`src/rtl/fifo_burst_drain_pkg.sv`:
```
// Shared types and widths for the burst-drain reader.
// Latency: n/a (types and constants only).
// Backpressure: n/a.
//
// Contents: FSM state enum, beat counter width helper, stats counter widths.
package fifo_burst_drain_pkg;

  typedef enum logic [1:0] {
    IDLE  = 2'd0,
    ARM   = 2'd1,
    BURST = 2'd2
  } state_t;

  // Beat counter must represent 0..burst_len without wrapping inside a burst.
  function automatic int beat_w(input int burst_len);
    return $clog2(burst_len + 1);
  endfunction

  localparam int BURST_CNT_W   = 32;
  localparam int PARTIAL_CNT_W = 16;
  localparam int STALL_CNT_W   = 32;

endpackage

```
`src/rtl/axis_out_reg.sv`:
```
// Single-entry AXI-Stream output register with TLAST side-band.
// Latency: 1 cycle from input handshake to output valid.
// Backpressure: accepts a new beat only when enabled and empty or draining this cycle.
//
// Ports:
//   clk, rst_n        clock, async active-low reset
//   en                upstream may be accepted (owner FSM is bursting)
//   s_vld/s_rdy/s_dat/s_last   upstream beat
//   m_vld/m_rdy/m_dat/m_last   registered downstream beat
module axis_out_reg #(
  parameter int WIDTH = 24
) (
  input  logic             clk,
  input  logic             rst_n,
  input  logic             en,
  input  logic             s_vld,
  input  logic [WIDTH-1:0] s_dat,
  input  logic             s_last,
  output logic             s_rdy,
  output logic             m_vld,
  output logic [WIDTH-1:0] m_dat,
  output logic             m_last,
  input  logic             m_rdy
);

  // Ready depends only on registered state and downstream ready, so there is
  // never a combinational path from upstream data/valid to the outputs.
  assign s_rdy = en && (!m_vld || m_rdy);

  always_ff @(posedge clk or negedge rst_n) begin
    if (!rst_n) begin
      m_vld  <= 1'b0;
      m_dat  <= '0;
      m_last <= 1'b0;
    end else if (s_vld && s_rdy) begin
      m_vld  <= 1'b1;
      m_dat  <= s_dat;
      m_last <= s_last;
    end else if (m_rdy) begin
      // Drained with nothing new: drop TLAST too so it never lingers.
      m_vld  <= 1'b0;
      m_last <= 1'b0;
    end
  end

endmodule

```
`src/rtl/fifo_burst_drain.sv`:
```
// Drains an upstream FIFO in fixed-length bursts, TLAST on the final beat; partial burst only on flush.
// Latency: count threshold -> first output valid 3 cycles; input accept -> output valid 1 cycle.
// Backpressure: pops stall while the output register is full and downstream not ready, or input invalid.
//
// Optional feature macro: FIFO_BURST_DRAIN_STATS_EN adds burst_cnt, partial_cnt, stall_cnt outputs.
// Ports:
//   ap_clk, ap_rst_n       clock, async active-low reset
//   in_count               upstream occupancy (lags pops by a cycle)
//   flush                  allow a short burst of whatever remains
//   in0_V_V_*              upstream AXI-Stream (TREADY is the FIFO pop strobe)
//   out_V_V_*              downstream AXI-Stream with TLAST
//   busy                   FSM active or output register occupied
module fifo_burst_drain
  import fifo_burst_drain_pkg::*;
#(
  parameter int WIDTH      = 24,
  parameter int BURST_LEN  = 16,
  parameter int CNT_W      = 10,
  parameter int FIFO_DEPTH = 512
) (
  input  logic             ap_clk,
  input  logic             ap_rst_n,
  input  logic [CNT_W-1:0] in_count,
  input  logic             flush,
  input  logic [WIDTH-1:0] in0_V_V_TDATA,
  input  logic             in0_V_V_TVALID,
  output logic             in0_V_V_TREADY,
  output logic [WIDTH-1:0] out_V_V_TDATA,
  output logic             out_V_V_TVALID,
  input  logic             out_V_V_TREADY,
  output logic             out_V_V_TLAST,
`ifdef FIFO_BURST_DRAIN_STATS_EN
  output logic [BURST_CNT_W-1:0]   burst_cnt,
  output logic [PARTIAL_CNT_W-1:0] partial_cnt,
  output logic [STALL_CNT_W-1:0]   stall_cnt,
`endif
  output logic             busy
);

  localparam int BEAT_W = beat_w(BURST_LEN);

  if (BURST_LEN < 2 || BURST_LEN > FIFO_DEPTH) begin : g_bad_burst_len
    $error("fifo_burst_drain: BURST_LEN must be within 2..FIFO_DEPTH");
  end
  if (FIFO_DEPTH >= (2 ** CNT_W)) begin : g_bad_cnt_w
    $error("fifo_burst_drain: CNT_W too narrow to hold FIFO_DEPTH");
  end

  state_t            state, state_nxt;
  logic              guard;
  logic [BEAT_W-1:0] beat_cnt;
  logic [BEAT_W-1:0] len;
  logic              full_avail;
  logic              flush_avail;
  logic              pop;
  logic              last_beat;
  logic              burst_done;

  assign full_avail  = (in_count >= CNT_W'(BURST_LEN));
  assign flush_avail = flush && (in_count != '0);
  assign pop         = in0_V_V_TREADY && in0_V_V_TVALID;
  assign last_beat   = (beat_cnt == len - BEAT_W'(1));
  assign burst_done  = pop && last_beat;

  always_comb begin
    state_nxt = state;
    case (state)
      // guard skips one evaluation after a burst: in_count has not yet
      // caught up with the final pops.
      IDLE:    if (!guard && (full_avail || flush_avail)) state_nxt = ARM;
      ARM:     state_nxt = BURST;
      BURST:   if (burst_done) state_nxt = IDLE;
      default: state_nxt = IDLE;
    endcase
  end

  always_ff @(posedge ap_clk or negedge ap_rst_n) begin
    if (!ap_rst_n) begin
      state    <= IDLE;
      guard    <= 1'b0;
      beat_cnt <= '0;
      len      <= '0;
    end else begin
      state <= state_nxt;
      guard <= (state == BURST) && (state_nxt == IDLE);
      if (state == IDLE && state_nxt == ARM) begin
        beat_cnt <= '0;
        // A full burst wins whenever enough words are present, flush or not.
        len      <= full_avail ? BEAT_W'(BURST_LEN) : BEAT_W'(in_count);
      end else if (pop && !last_beat) begin
        beat_cnt <= beat_cnt + BEAT_W'(1);
      end
    end
  end

  axis_out_reg #(.WIDTH(WIDTH)) u_out_reg (
    .clk    (ap_clk),
    .rst_n  (ap_rst_n),
    .en     (state == BURST),
    .s_vld  (in0_V_V_TVALID),
    .s_dat  (in0_V_V_TDATA),
    .s_last (last_beat),
    .s_rdy  (in0_V_V_TREADY),
    .m_vld  (out_V_V_TVALID),
    .m_dat  (out_V_V_TDATA),
    .m_last (out_V_V_TLAST),
    .m_rdy  (out_V_V_TREADY)
  );

  assign busy = (state != IDLE) || out_V_V_TVALID;

`ifdef FIFO_BURST_DRAIN_STATS_EN
  always_ff @(posedge ap_clk or negedge ap_rst_n) begin
    if (!ap_rst_n) begin
      burst_cnt   <= '0;
      partial_cnt <= '0;
      stall_cnt   <= '0;
    end else begin
      if (burst_done) begin
        burst_cnt <= burst_cnt + BURST_CNT_W'(1);
        if (len != BEAT_W'(BURST_LEN) && partial_cnt != '1)
          partial_cnt <= partial_cnt + PARTIAL_CNT_W'(1);
      end
      if (out_V_V_TVALID && !out_V_V_TREADY && stall_cnt != '1)
        stall_cnt <= stall_cnt + STALL_CNT_W'(1);
    end
  end
`endif

endmodule

```
`config.mk`:
```
export PLATFORM = sky130hd
export DESIGN_NAME = fifo_burst_drain
export DESIGN_NICKNAME = d
export VERILOG_FILES = /design/src/rtl/fifo_burst_drain_pkg.sv /design/src/rtl/axis_out_reg.sv /design/src/rtl/fifo_burst_drain.sv
export SDC_FILE = /design/constraint.sdc
export NUM_CORES = 1
export LEC_CHECK = 0
export CAP_MARGIN = 20
export CORE_ASPECT_RATIO = 1.4
export CORE_MARGIN = 1.5
export CORE_UTILIZATION = 25
export DETAILED_ROUTE_END_ITERATION = 12
export PLACE_DENSITY = 0.53
export SKIP_CTS_REPAIR_TIMING = 1
export SLEW_MARGIN = 20
export SYNTH_ARGS = -nofsm -noshare
export SYNTH_HDL_FRONTEND = slang
export SYNTH_SLANG_ARGS = --single-unit
```
`constraint.sdc`:
```
create_clock -name ap_clk -period 5.2 [get_ports ap_clk]
set_input_delay 1.04 -clock ap_clk [delete_from_list [all_inputs] [get_ports ap_clk]]
set_output_delay 1.04 -clock ap_clk [all_outputs]
set_load 0.02 [all_outputs]
```
Word-level counts from Yosys, hierarchy flattened
Index checks and enable logic that the tools add are counted.

Output and inout bits: 28. Bits in latches: 0. Memory bits (writable): 0. Memory bits (read-only): 0. Bits of input ports: 39. Memories kept: 0. Word-level logic and storage cells: 43. Flip-flop bits (word level): 39.

$mul: 0. Reductions and logical operators: 20. Bitwise operators: 0. Div/mod/pow operators: 0. Add/sub/neg operators: 2. Muxes and demuxes: 9. Eq/ne operators: 4. Shifts and indexed selects: 0. $lt $le $gt $ge: 1.

Operators with widths (count): 5-bit two-way mux (3); 10-bit by 5-bit greater-or-equal comparator with 1-bit output (second input constant) (1); 10-bit nonzero test (1); 1-bit logical AND (8); 2-bit one-hot mux with 3 select lines (1); 2-bit nonzero test (3); 5-bit by 1-bit adder with 5-bit output (second input constant) (1); 5-bit == test (1); 5-bit by 1-bit subtractor with 5-bit output (second input constant) (1); 2-bit by 1-bit == test with 1-bit output (second input constant) (2); 2-bit zero test (2); 2-bit two-way mux (2); 1-bit zero test (3); 1-bit logical OR (3); 1-bit two-way mux (3); 2-bit == test (second input constant) (1).

Logic depth before layout (Yosys ltp)
Word-level depth: 10. Gate-level depth with buffers: 7. Depth with buffers taken out: 7.

By module
A second synthesis with hierarchy kept.

Cell total of the unflattened synthesis: 136. Area total of the unflattened synthesis: 1856.8 um^2.

Modules (own cells, without submodules): axis_out_reg (area each 1104.8 um^2, instances 1, seq. area each 650.6 um^2, cells an instance 61); fifo_burst_drain (area each 752.0 um^2, instances 1, seq. area each 325.3 um^2, cells an instance 75).

Worst setup path before layout
OpenSTA, ideal clock, no wires.

Path kind: input-to-output. Start: input out_V_V_TREADY. End: output in0_V_V_TREADY. Stages: 2. Data arrival time: 1502 ps. Path slack: 2658 ps. Path buffers: 0. Data required time: 4160 ps. Path through: inv_1 a21oi_1.

Word-level cells in the longest chain between the ends: 2.

Ends and longest elaborated chain: start, declared (RTL line fifo_burst_drain.sv:30) `input logic out_V_V_TREADY,`; 1-bit logical OR (RTL line axis_out_reg.sv:28) `assign s_rdy = en && (!m_vld || m_rdy);`; 1-bit logical AND (RTL line axis_out_reg.sv:28); end, declared (RTL line fifo_burst_drain.sv:27) `output logic in0_V_V_TREADY,`.

No other way between the ends.

Final worst setup path
Same ends and word-level chain as after synthesis.

==> results by group <==
Synth
  • Cell Area, Synth: 1710 um2
  • Syn Inst Count: 181
  • Simple-Gate Fraction of Synth Area: 0.271
  • Commonest cells in the netlist: 82 x nand2_1, 39 x dfrtp_1, 6 x clkbuf_1, 6 x nand3_1, 4 x inv_1
  • Synth Area in Adders: 0.0146
  • YS warnings: 0
  • Sequential element share of the synthesized area: 0.570
  • Dominant synthesized flop cell: dfrtp_1
  • Cell variety after synth: 32
  • Synth async-reset ratio: 1.00
  • Syn Area/Cell: 9.46 um2
  • Top cells by area, synth: dfrtp_1 57%, nand2_1 18%, nand3_1 1.8%
  • Synth top area share: 0.570
  • Cell taking the most area after synthesis: dfrtp_1
  • Mapped Nets: 222
  • Post-Synth XOR/XNOR Area: 0.0256
  • Cell with the most instances after synthesis: nand2_1
  • Main combinational cell family by area after synthesis: simple AND/OR/NAND/NOR gates
  • Compound-Gate Fraction of Synth Area: 0.0789
  • Synthesized flop and latch total: 39
  • Multiplexer share of the synthesized area: 0.0117
  • Post-synth EDFFs: 0

Layout
  • P&R area growth vs syn: 47.9%
  • Fin nets: 289
  • Share of layout cells above drive strength 1: 0.0486
  • Final core area utilization: 0.383
  • Number of diodes: 0
  • Post-Layout Cell Count: 339

Routing
  • Drt pass-1 iters: 3
  • Vias per cell: 4.17
  • Routed length per placed instance: 12.0 um
  • Post-Route WL: 4080 um
  • Via count: 1414
  • # DRC: 0
  • DRT iter0 DRCs: 30
  • Antenna Nets Post-Route: 0

Global routing
  • Gr ovfl total: 0
  • Grt met3 use: 0.0330
  • Met1 Track Usage GR: 0.139
  • Number of global-route vias before repair: 1552
  • Largest net degree at the start of global routing: 40
  • GRT busiest layer: met2
  • First-pass GRT wire length: 7020 um
  • Initial antenna violation count: 0
  • Tot GR Track Use: 0.123
  • GR met2 Demand/Resource: 0.214

STA
  • Worst slew pin tran: 907 ps
  • Unrepaired setup endpoints after global routing: no
  • Max Freq: 288 MHz
  • Final worst-path cycle share: 0.667
  • Setup violations, final: 0
  • Final Hold Fails: 0
  • Final Worst Setup Slack: 1730 ps
  • Setup_tns: 0 ps
  • Slew Limit Fails: 0
  • Crit path time final: 3470 ps
  • Setup Skew: 2.70 ps
  • Worst slew margin: 0.395

Critical path
  • Critical Setup Path Class: in -> out
  • Maximum fanout along the worst path: 3
  • Worst EP required: 4160 ps
  • CP endpoint kind: output pin
  • Startpoint type of the worst setup path: primary input
  • WP data arrival: 2430 ps

Placed design
  • Buffers added on ports: 66
  • GPL Wtd Cong: 0.697
  • Detail Placement HPWL: 2900 um
  • DP Worst Slack: 1740 ps
  • Dpl cells: 333

Clock network
  • H-tree Lvls: 2
  • Total CTS buffers: 5
  • Root Driver: clkbuf_8
  • CTS max path bufs: 2
  • CTS tree: yes
  • Worst-path clk slew: 70 ps
  • Worst-Skew Late Latency: 280 ps
  • Clock net sink count: 39

Hold path
  • Worst hold path class: reg -> reg

Floorplan
  • Initial Utilization: 0.259
  • Die H: 101 um
  • Chip Width: 73.0 um
  • Total Die Area: 7360 um2
  • # rows: 35
  • IO Pins: 67
  • Core box area: 6610 um2

Power
  • Peak VDD IR: 0.000250 V
  • P per Cell Area: 498 nW/um2
  • Leak: 0.00116 uW

Run status
  • Status: finished, final reports clean

Flow run
  • Max-Cap Viols: 0
-- logic make-up (layout without fill, tap and decap cells) --
logic type      count (synthesis)  after routing
simple gates                  104            104
compound gates                 17             17
xor+xnor                        5              5
fa+ha+maj                       2              2
buf+inv                        12             78
flops                          39             39
mux                             2              2
-- worst paths after layout --
path | startpoint | endpoint | slack (ps) | cells after the start
setup reg to reg | len[0] | state[1] | 3060 | 7
min in group asynchronous | ap_rst_n | u_out_reg.m_dat[10] | 870 | 1
max in group asynchronous | ap_rst_n | u_out_reg.m_dat[2] | 3780 | 1
setup / recovery | out_V_V_TREADY | in0_V_V_TREADY | 1730 | 4
hold reg to reg | u_out_reg.m_dat[4] | u_out_reg.m_dat[4] | 470 | 2
hold / removal | u_out_reg.m_dat[4] | u_out_reg.m_dat[4] | 470 | 2
-- per-layer routing --
metal,part of all wire,wire (um),vias up
met5,0,0,-
met4,0.017,70,0
met3,0.051,206,5
met2,0.51,2070,35
met1,0.42,1730,656
li1,-,-,718
-- power breakdown --
part	internal (uW)	switching (uW)
sequential	416	73.8
clock	89.4	94.4
combinational	270	317
-- cell type report --
cell class | count | area, um2
Tap cell | 92 | 115
Sequential cell | 39 | 976
Clock buffer | 6 | 72.6
Timing Repair Buffer | 67 | 663
Inverter | 5 | 18.8
Multi-Input combinational cell | 130 | 688
Fill cell | 682 | 4080
-- cells in the final DEF (no fill, tap or decap), types with 2 or more instances in the layout --
cell | netlist | layout
nand3_1 | 6 | 6
nand2_1 | 82 | 82
nand2b_1 | 2 | 2
ha_1 | 2 | 2
o21ai_0 | 3 | 3
inv_1 | 4 | 4
clkdlybuf4s50_1 | 0 | 65
o31ai_1 | 3 | 3
nor2b_1 | 2 | 2
a21oi_1 | 2 | 2
xor2_1 | 2 | 2
o211ai_1 | 3 | 3
mux2i_1 | 2 | 2
and2_1 | 2 | 2
o21ai_1 | 2 | 2
nor3_1 | 2 | 2
dfrtp_1 | 39 | 39
xnor2_1 | 3 | 3
clkbuf_8 | 0 | 5
-- registers in the layout, summed over array words and instances (netlist names) --
signal,cells
beat_cnt,5
guard,1
len,5
state,2
u_out_reg.m_dat,24
u_out_reg.m_last,1
u_out_reg.m_vld,1
-- per-stage QoR --
stage	total power (uW)	hold slack, ps	area, um2
after floorplan	800	468	1710
after global placement	1090	457	2460
after detailed placement	1090	461	2460
after CTS	1290	480	2530
after global routing	1360	505	2530
final	1260	474	2530
-- worst max-delay path: stages --
cell and delay [ps]:
clkdlybuf4s50_1 450, inv_1 60, a21oi_1 230, clkdlybuf4s50_1 650
Note: power is estimated with default switching activity, not from simulation.
